==> src/rtl/gps_ca_pkg.sv <==
// GPS L1 C/A code constants, G2 phase-select table and helpers.
// Shared by the LFSR cell and the channel code generator.
package gps_ca_pkg;

  localparam int CA_LEN = 1023;
  localparam int LFSR_W = 10;

  localparam logic [LFSR_W-1:0] LFSR_INIT = '1;

  // bit i holds stage i+1
  localparam logic [LFSR_W-1:0] G1_TAPS = 10'h204;
  localparam logic [LFSR_W-1:0] G2_TAPS = 10'h3A6;

  typedef logic [5:0] prn_t;

  // {tapA, tapB} G2 stage numbers, index = PRN-1
  localparam logic [7:0] G2_SEL [32] = '{
    8'h26, 8'h37, 8'h48, 8'h59,
    8'h19, 8'h2A, 8'h18, 8'h29,
    8'h3A, 8'h23, 8'h34, 8'h56,
    8'h67, 8'h78, 8'h89, 8'h9A,
    8'h14, 8'h25, 8'h36, 8'h47,
    8'h58, 8'h69, 8'h13, 8'h46,
    8'h57, 8'h68, 8'h79, 8'h8A,
    8'h16, 8'h27, 8'h38, 8'h49
  };

  function automatic logic prn_valid(prn_t p);
    return (p != 6'd0) && (p <= 6'd32);
  endfunction

  function automatic logic ca_chip(
    logic [LFSR_W-1:0] g1,
    logic [LFSR_W-1:0] g2,
    prn_t              p
  );
    logic [4:0] i;
    logic [3:0] a;
    logic [3:0] b;
    i = 5'(p - 6'd1);
    a = G2_SEL[i][7:4] - 4'd1;
    b = G2_SEL[i][3:0] - 4'd1;
    return g1[LFSR_W-1] ^ g2[a] ^ g2[b];
  endfunction

endpackage

==> src/rtl/ca_lfsr10.sv <==
// 10-stage Fibonacci LFSR, stage 1 in bit 0.
// reinit reloads all-ones and takes priority over step.
module ca_lfsr10
  import gps_ca_pkg::*;
#(
  parameter logic [LFSR_W-1:0] TAPS = G1_TAPS
) (
  input  logic              clk,
  input  logic              rst,
  input  logic              step,
  input  logic              reinit,
  output logic [LFSR_W-1:0] q
);

  logic fb;

  assign fb = ^(q & TAPS);

  // shift toward stage 10, feedback into stage 1
  always_ff @(posedge clk or negedge rst) begin
    if (!rst) begin
      q <= LFSR_INIT;
    end else if (reinit) begin
      q <= LFSR_INIT;
    end else if (step) begin
      q <= {q[LFSR_W-2:0], fb};
    end
  end

endmodule

==> src/rtl/ca_code_gen.sv <==
// C/A Gold code generator for one channel: E/P/L chips at
// half-chip spacing, chip index and epoch strobe.
module ca_code_gen
  import gps_ca_pkg::*;
#(
  parameter int IDX_W = 10
) (
  input  logic             clk,
  input  logic             rst,
  input  logic [5:0]       prn_sel,
  input  logic             load,
  input  logic             half_chip_tick,
  output logic             early,
  output logic             prompt,
  output logic             late,
  output logic [IDX_W-1:0] chip_idx,
  output logic             epoch,
  output logic             active,
  output logic             prn_err
);

  localparam logic [IDX_W-1:0] LAST = IDX_W'(CA_LEN - 1);

  logic [LFSR_W-1:0] g1;
  logic [LFSR_W-1:0] g2;
  prn_t              prn_q;
  logic              half_q;
  logic [IDX_W-1:0]  idx_q;
  logic              prompt_q;
  logic              late_q;
  logic              epoch_q;
  logic              active_q;
  logic              err_q;

  logic load_ok;
  logic tick_en;
  logic adv;
  logic wrap;

  assign load_ok = load & prn_valid(prn_sel);
  assign tick_en = half_chip_tick & active_q & ~load;
  assign adv     = tick_en & half_q;
  assign wrap    = adv & (idx_q == LAST);

  ca_lfsr10 #(.TAPS(G1_TAPS)) u_g1 (
    .clk    (clk),
    .rst    (rst),
    .step   (adv & ~wrap),
    .reinit (load_ok | wrap),
    .q      (g1)
  );

  ca_lfsr10 #(.TAPS(G2_TAPS)) u_g2 (
    .clk    (clk),
    .rst    (rst),
    .step   (adv & ~wrap),
    .reinit (load_ok | wrap),
    .q      (g2)
  );

  // load restarts or kills the channel; ticks shift E->P->L and advance chips
  always_ff @(posedge clk or negedge rst) begin
    if (!rst) begin
      prn_q    <= '0;
      half_q   <= 1'b0;
      idx_q    <= '0;
      prompt_q <= 1'b0;
      late_q   <= 1'b0;
      epoch_q  <= 1'b0;
      active_q <= 1'b0;
      err_q    <= 1'b0;
    end else begin
      epoch_q <= wrap;
      if (load) begin
        prompt_q <= 1'b0;
        late_q   <= 1'b0;
        active_q <= load_ok;
        err_q    <= ~load_ok;
        if (load_ok) begin
          prn_q  <= prn_sel;
          half_q <= 1'b0;
          idx_q  <= '0;
        end
      end else if (tick_en) begin
        late_q   <= prompt_q;
        prompt_q <= early;
        half_q   <= ~half_q;
        if (adv) begin
          idx_q <= wrap ? '0 : idx_q + IDX_W'(1);
        end
      end
    end
  end

  assign early    = active_q & ca_chip(g1, g2, prn_q);
  assign prompt   = prompt_q;
  assign late     = late_q;
  assign chip_idx = idx_q;
  assign epoch    = epoch_q;
  assign active   = active_q;
  assign prn_err  = err_q;

endmodule

==> config.mk <==
export PLATFORM = sky130hd
export DESIGN_NAME = ca_code_gen
export DESIGN_NICKNAME = d
export VERILOG_FILES = /design/src/rtl/gps_ca_pkg.sv /design/src/rtl/ca_lfsr10.sv /design/src/rtl/ca_code_gen.sv
export SDC_FILE = /design/constraint.sdc
export NUM_CORES = 1
export LEC_CHECK = 0
export ABC_AREA = 1
export CAP_MARGIN = 30
export CORE_MARGIN = 3
export CORE_UTILIZATION = 25
export CTS_BUF_LIST = sky130_fd_sc_hd__clkbuf_2 sky130_fd_sc_hd__clkbuf_4 sky130_fd_sc_hd__clkbuf_8
export DETAILED_ROUTE_END_ITERATION = 8
export GPL_ROUTABILITY_DRIVEN = 0
export PLACE_DENSITY = 0.43
export SLEW_MARGIN = 20
export SYNTH_ARGS = -nofsm -noshare
export SYNTH_HDL_FRONTEND = slang
export SYNTH_HIERARCHICAL = 1
export SYNTH_SLANG_ARGS = --single-unit
==> constraint.sdc <==
create_clock -name clk -period 4.1 [get_ports clk]
set_input_delay 0.82 -clock clk [delete_from_list [all_inputs] [get_ports clk]]
set_output_delay 0.82 -clock clk [all_outputs]
set_load 0.01 [all_outputs]
==> flow_summary_export.csv <==
group,metric,value,unit
grt,antenna_found_initial,0,
drt,drt-pass1-iter-count,5,
final_layout,final_cell_mix,"nand2_1 (128), nand3_1 (62), inv_1 (44), nor2_1 (27), a21oi_1 (26)",
yosys,synth_edf_count,0,
power_and_ir_drop,peakVddDrop,0.198,mV
critical_path,criticalPathCategory,"flip-flop to output port",
grt,grt_max_degree,29,
final_layout,final_common_cell,"nand2_1",
placement,pre_cts_ws,-0.0151,ns
final_layout,area_delta_synth_final,24.2,%
final_layout,final_util,32.2,%
die,die_w,116,um
yosys,synth_cell_type_count,36,
worst_hold_path,hold_path_depth,2,
timing,worst_slew_pin_slew,0.506,ns
critical_path,critPathLaunchType,"flip-flop",
critical_path,worstPathMaxFanout,6,
final_layout,fillers,1241,
final_layout,final_nets,504,
yosys,ys.flop_type,"dfrtp_1",
flow_run,maxCapViolCount,0,
critical_path,arrival,3.04,ns
critical_path,cp.required,3.28,ns
timing,fmax,259,MHz
yosys,async_flop_share,100,%
power_and_ir_drop,power,0.00198,W
timing,slew_violations,0,
timing,setup_violations,0,
timing,timing.setup.tns,0,ns
placement,dp_cells,617,
power_and_ir_drop,leakagePower,1.81,nW
timing,layout_min_cycle_time,3.86,ns
die,dieArea,0.0134,mm2
grt,grt_pass1_vias,2822,
yosys,ys_ff_latch,41,
placement,dpl.hpwl,5.79,mm
timing,fin_skew,0.00551,ns
clocking,cts_tree,"built",
critical_path,endpoint_kind,"output port",
final_layout,drive_above_1_share,20.1,%
critical_path,worst_path_most_repeated_cell,"nand2_1",
yosys,synth_nets,462,
die,start_util,26.0,%
die,num_rows,39,
die,dieHeight,116,um
clocking,cts_max_level,2,
power_and_ir_drop,p_per_area,531,mW/mm2
grt,grt_usage,12.2,%
drt,detail-route-antenna-nets,0,
drt,wire_per_inst,12.2,um
clocking,clock_latency,0.29,ns
timing,finalHoldViolCount,0,
run_status,status,"completed",
critical_path,crit_slowest_cell,"dfrtp_1",
clocking,clk_pin_slew,0.09,ns
clocking,root_buffer,"clkbuf_8",
clocking,clockBufferDepth,2,
drt,num_vias,2891,
clocking,clkSinkCount,41,
final_layout,instances_no_fill,625,
yosys,seq_area_frac_synth,35.0,%
critical_path,path_cells,"inv_1 > ha_1 > inv_2 > ha_4 > inv_1 > or2_2 > nand3_1 > nand2_1 > nand2_1 > nand2_2 > ha_4 > inv_1 > a21oi_1 > nand2_1 > nand3_1 > nand2_2 > nand3_1 > nand2_1 > nor2_2 > buf_2",
critical_path,r2r_cells,20,
clocking,cts_setup_buffers,0,
timing,setup_ws,0.239,ns
yosys,syn_area,0.00300,mm2
drt,wl,7.66,mm
timing,rsz0062_at_grt,"false",
die,io_pins,26,
drt,drtIter0Drc,126,
critical_path,slowest_delay,0.39,ns
timing,max_slew_margin,66.0,%
worst_hold_path,hold_path.class,"flip-flop to flip-flop",
grt,grt_pass1_wl,13.4,mm
die,core,0.0116,mm2
yosys,syn_area_per_cell,6.84,um2
final_layout,n_antenna_cell,0,
drt,vias_per_cell,4.63,
drt,remaining_drc_errors,0,
grt,gr-total-overflow,0,
placement,port_buffers,25,
yosys,synthCells,439,
clocking,cts_buffers,5,
timing,finalCritPeriodShare,94.2,%
yosys,yosys_warnings,6,
[worst max-delay path: cells and delay by family, from the launching register on]
kind	cells	cell delay, ns
compound gates	1	0.12
buf+inv	5	0.44
simple gates	11	1.06
fa+ha+maj	3	0.75
flops	1	0.39
[cell usage after synthesis (all sizes together), types with 2 or more instances]
library cell	instances	share of area [%]
nand3	67	12
or2	2	0.42
ha	13	5.4
nor3	7	1.2
clkbuf	2	0.29
dfrtp	21	18
nand2	145	20
a21oi	27	4.6
xor2	2	0.83
buf	6	1.9
o21ai	30	5.0
nor2	33	4.7
dfstp	20	18
inv	55	6.9
[layer usage]
| layer | global-route usage [%] | wire [um] | up-vias |
|---|---|---|---|
| met3 | 1.83 | 272 | 2 |
| met1 | 17.0 | 3820 | 1343 |
| li1 | - | - | 1499 |
| met4 | 3.05 | 44 | 0 |
| met5 | 0 | 0 | - |
| met2 | 20.0 | 3520 | 47 |
[layout make-up]
cell class / instances / area [um2] / share of cell area (%)
Multi-Input combinational cell: 335 / 1770 / 47.4
Clock buffer: 5 / 68.8 / 1.85
Clock inverter: 3 / 68.8 / 1.85
Inverter: 55 / 206 / 5.54
Timing Repair Buffer: 43 / 388 / 10.4
Tap cell: 143 / 179 / 4.80
Sequential cell: 41 / 1050 / 28.2
[timing repair]
action / in CTS / in global routing
hold buffers: 0 / 0
resized for setup: 7 / 10
endpoints found under the setup margin: 1 / 1
[per-stage QoR]
step / hold slack [ns] / area [um2]
3_5_place_dp: 0.472 / 3510
5_1_grt: 0.501 / 3730
3_3_place_gp: 0.469 / 3490
6_report: 0.484 / 3730
2_1_floorplan: 0.458 / 3000
4_1_cts: 0.487 / 3700
[registers in the layout (all words and copies together), names as in the netlist]
register	flops
chip_idx	10
u_g1/q	10
u_g2/q	10
prn_q	5
active	1
epoch	1
half_q	1
late	1
prn_err	1
prompt	1
[where the power goes]
| group | internal [W] | leakage, nW | switching, W |
|---|---|---|---|
| Combinational | 0.000412 | 1.25 | 0.000599 |
| Clock | 0.000245 | 0.0687 | 0.000155 |
| Sequential | 0.000497 | 0.486 | 0.0000713 |
[kinds of logic after synthesis]
family                   Yosys count  synth area share [%]
XOR/XNOR                           3                  1.13
adder cells (fa/ha/maj)           13                  5.42
AND/OR/NAND/NOR                  258                  38.7
buffers and inverters             63                  9.09
AO/OA/AOI/OAI                     61                  10.6
flip-flops                        41                  35.0
[final timing paths]
path                           start         to  slack [ns]
setup / recovery            prn_q[1]      early        0.24
hold / removal             u_g1/q[5]  u_g1/q[5]        0.48
setup reg to reg            prn_q[1]     prompt        1.42
hold reg to reg            u_g1/q[5]  u_g1/q[5]        0.48
max in group asynchronous        rst  u_g1/q[2]        3.12
min in group asynchronous        rst  u_g1/q[4]        0.74
Power figures use the tool's default switching activity.
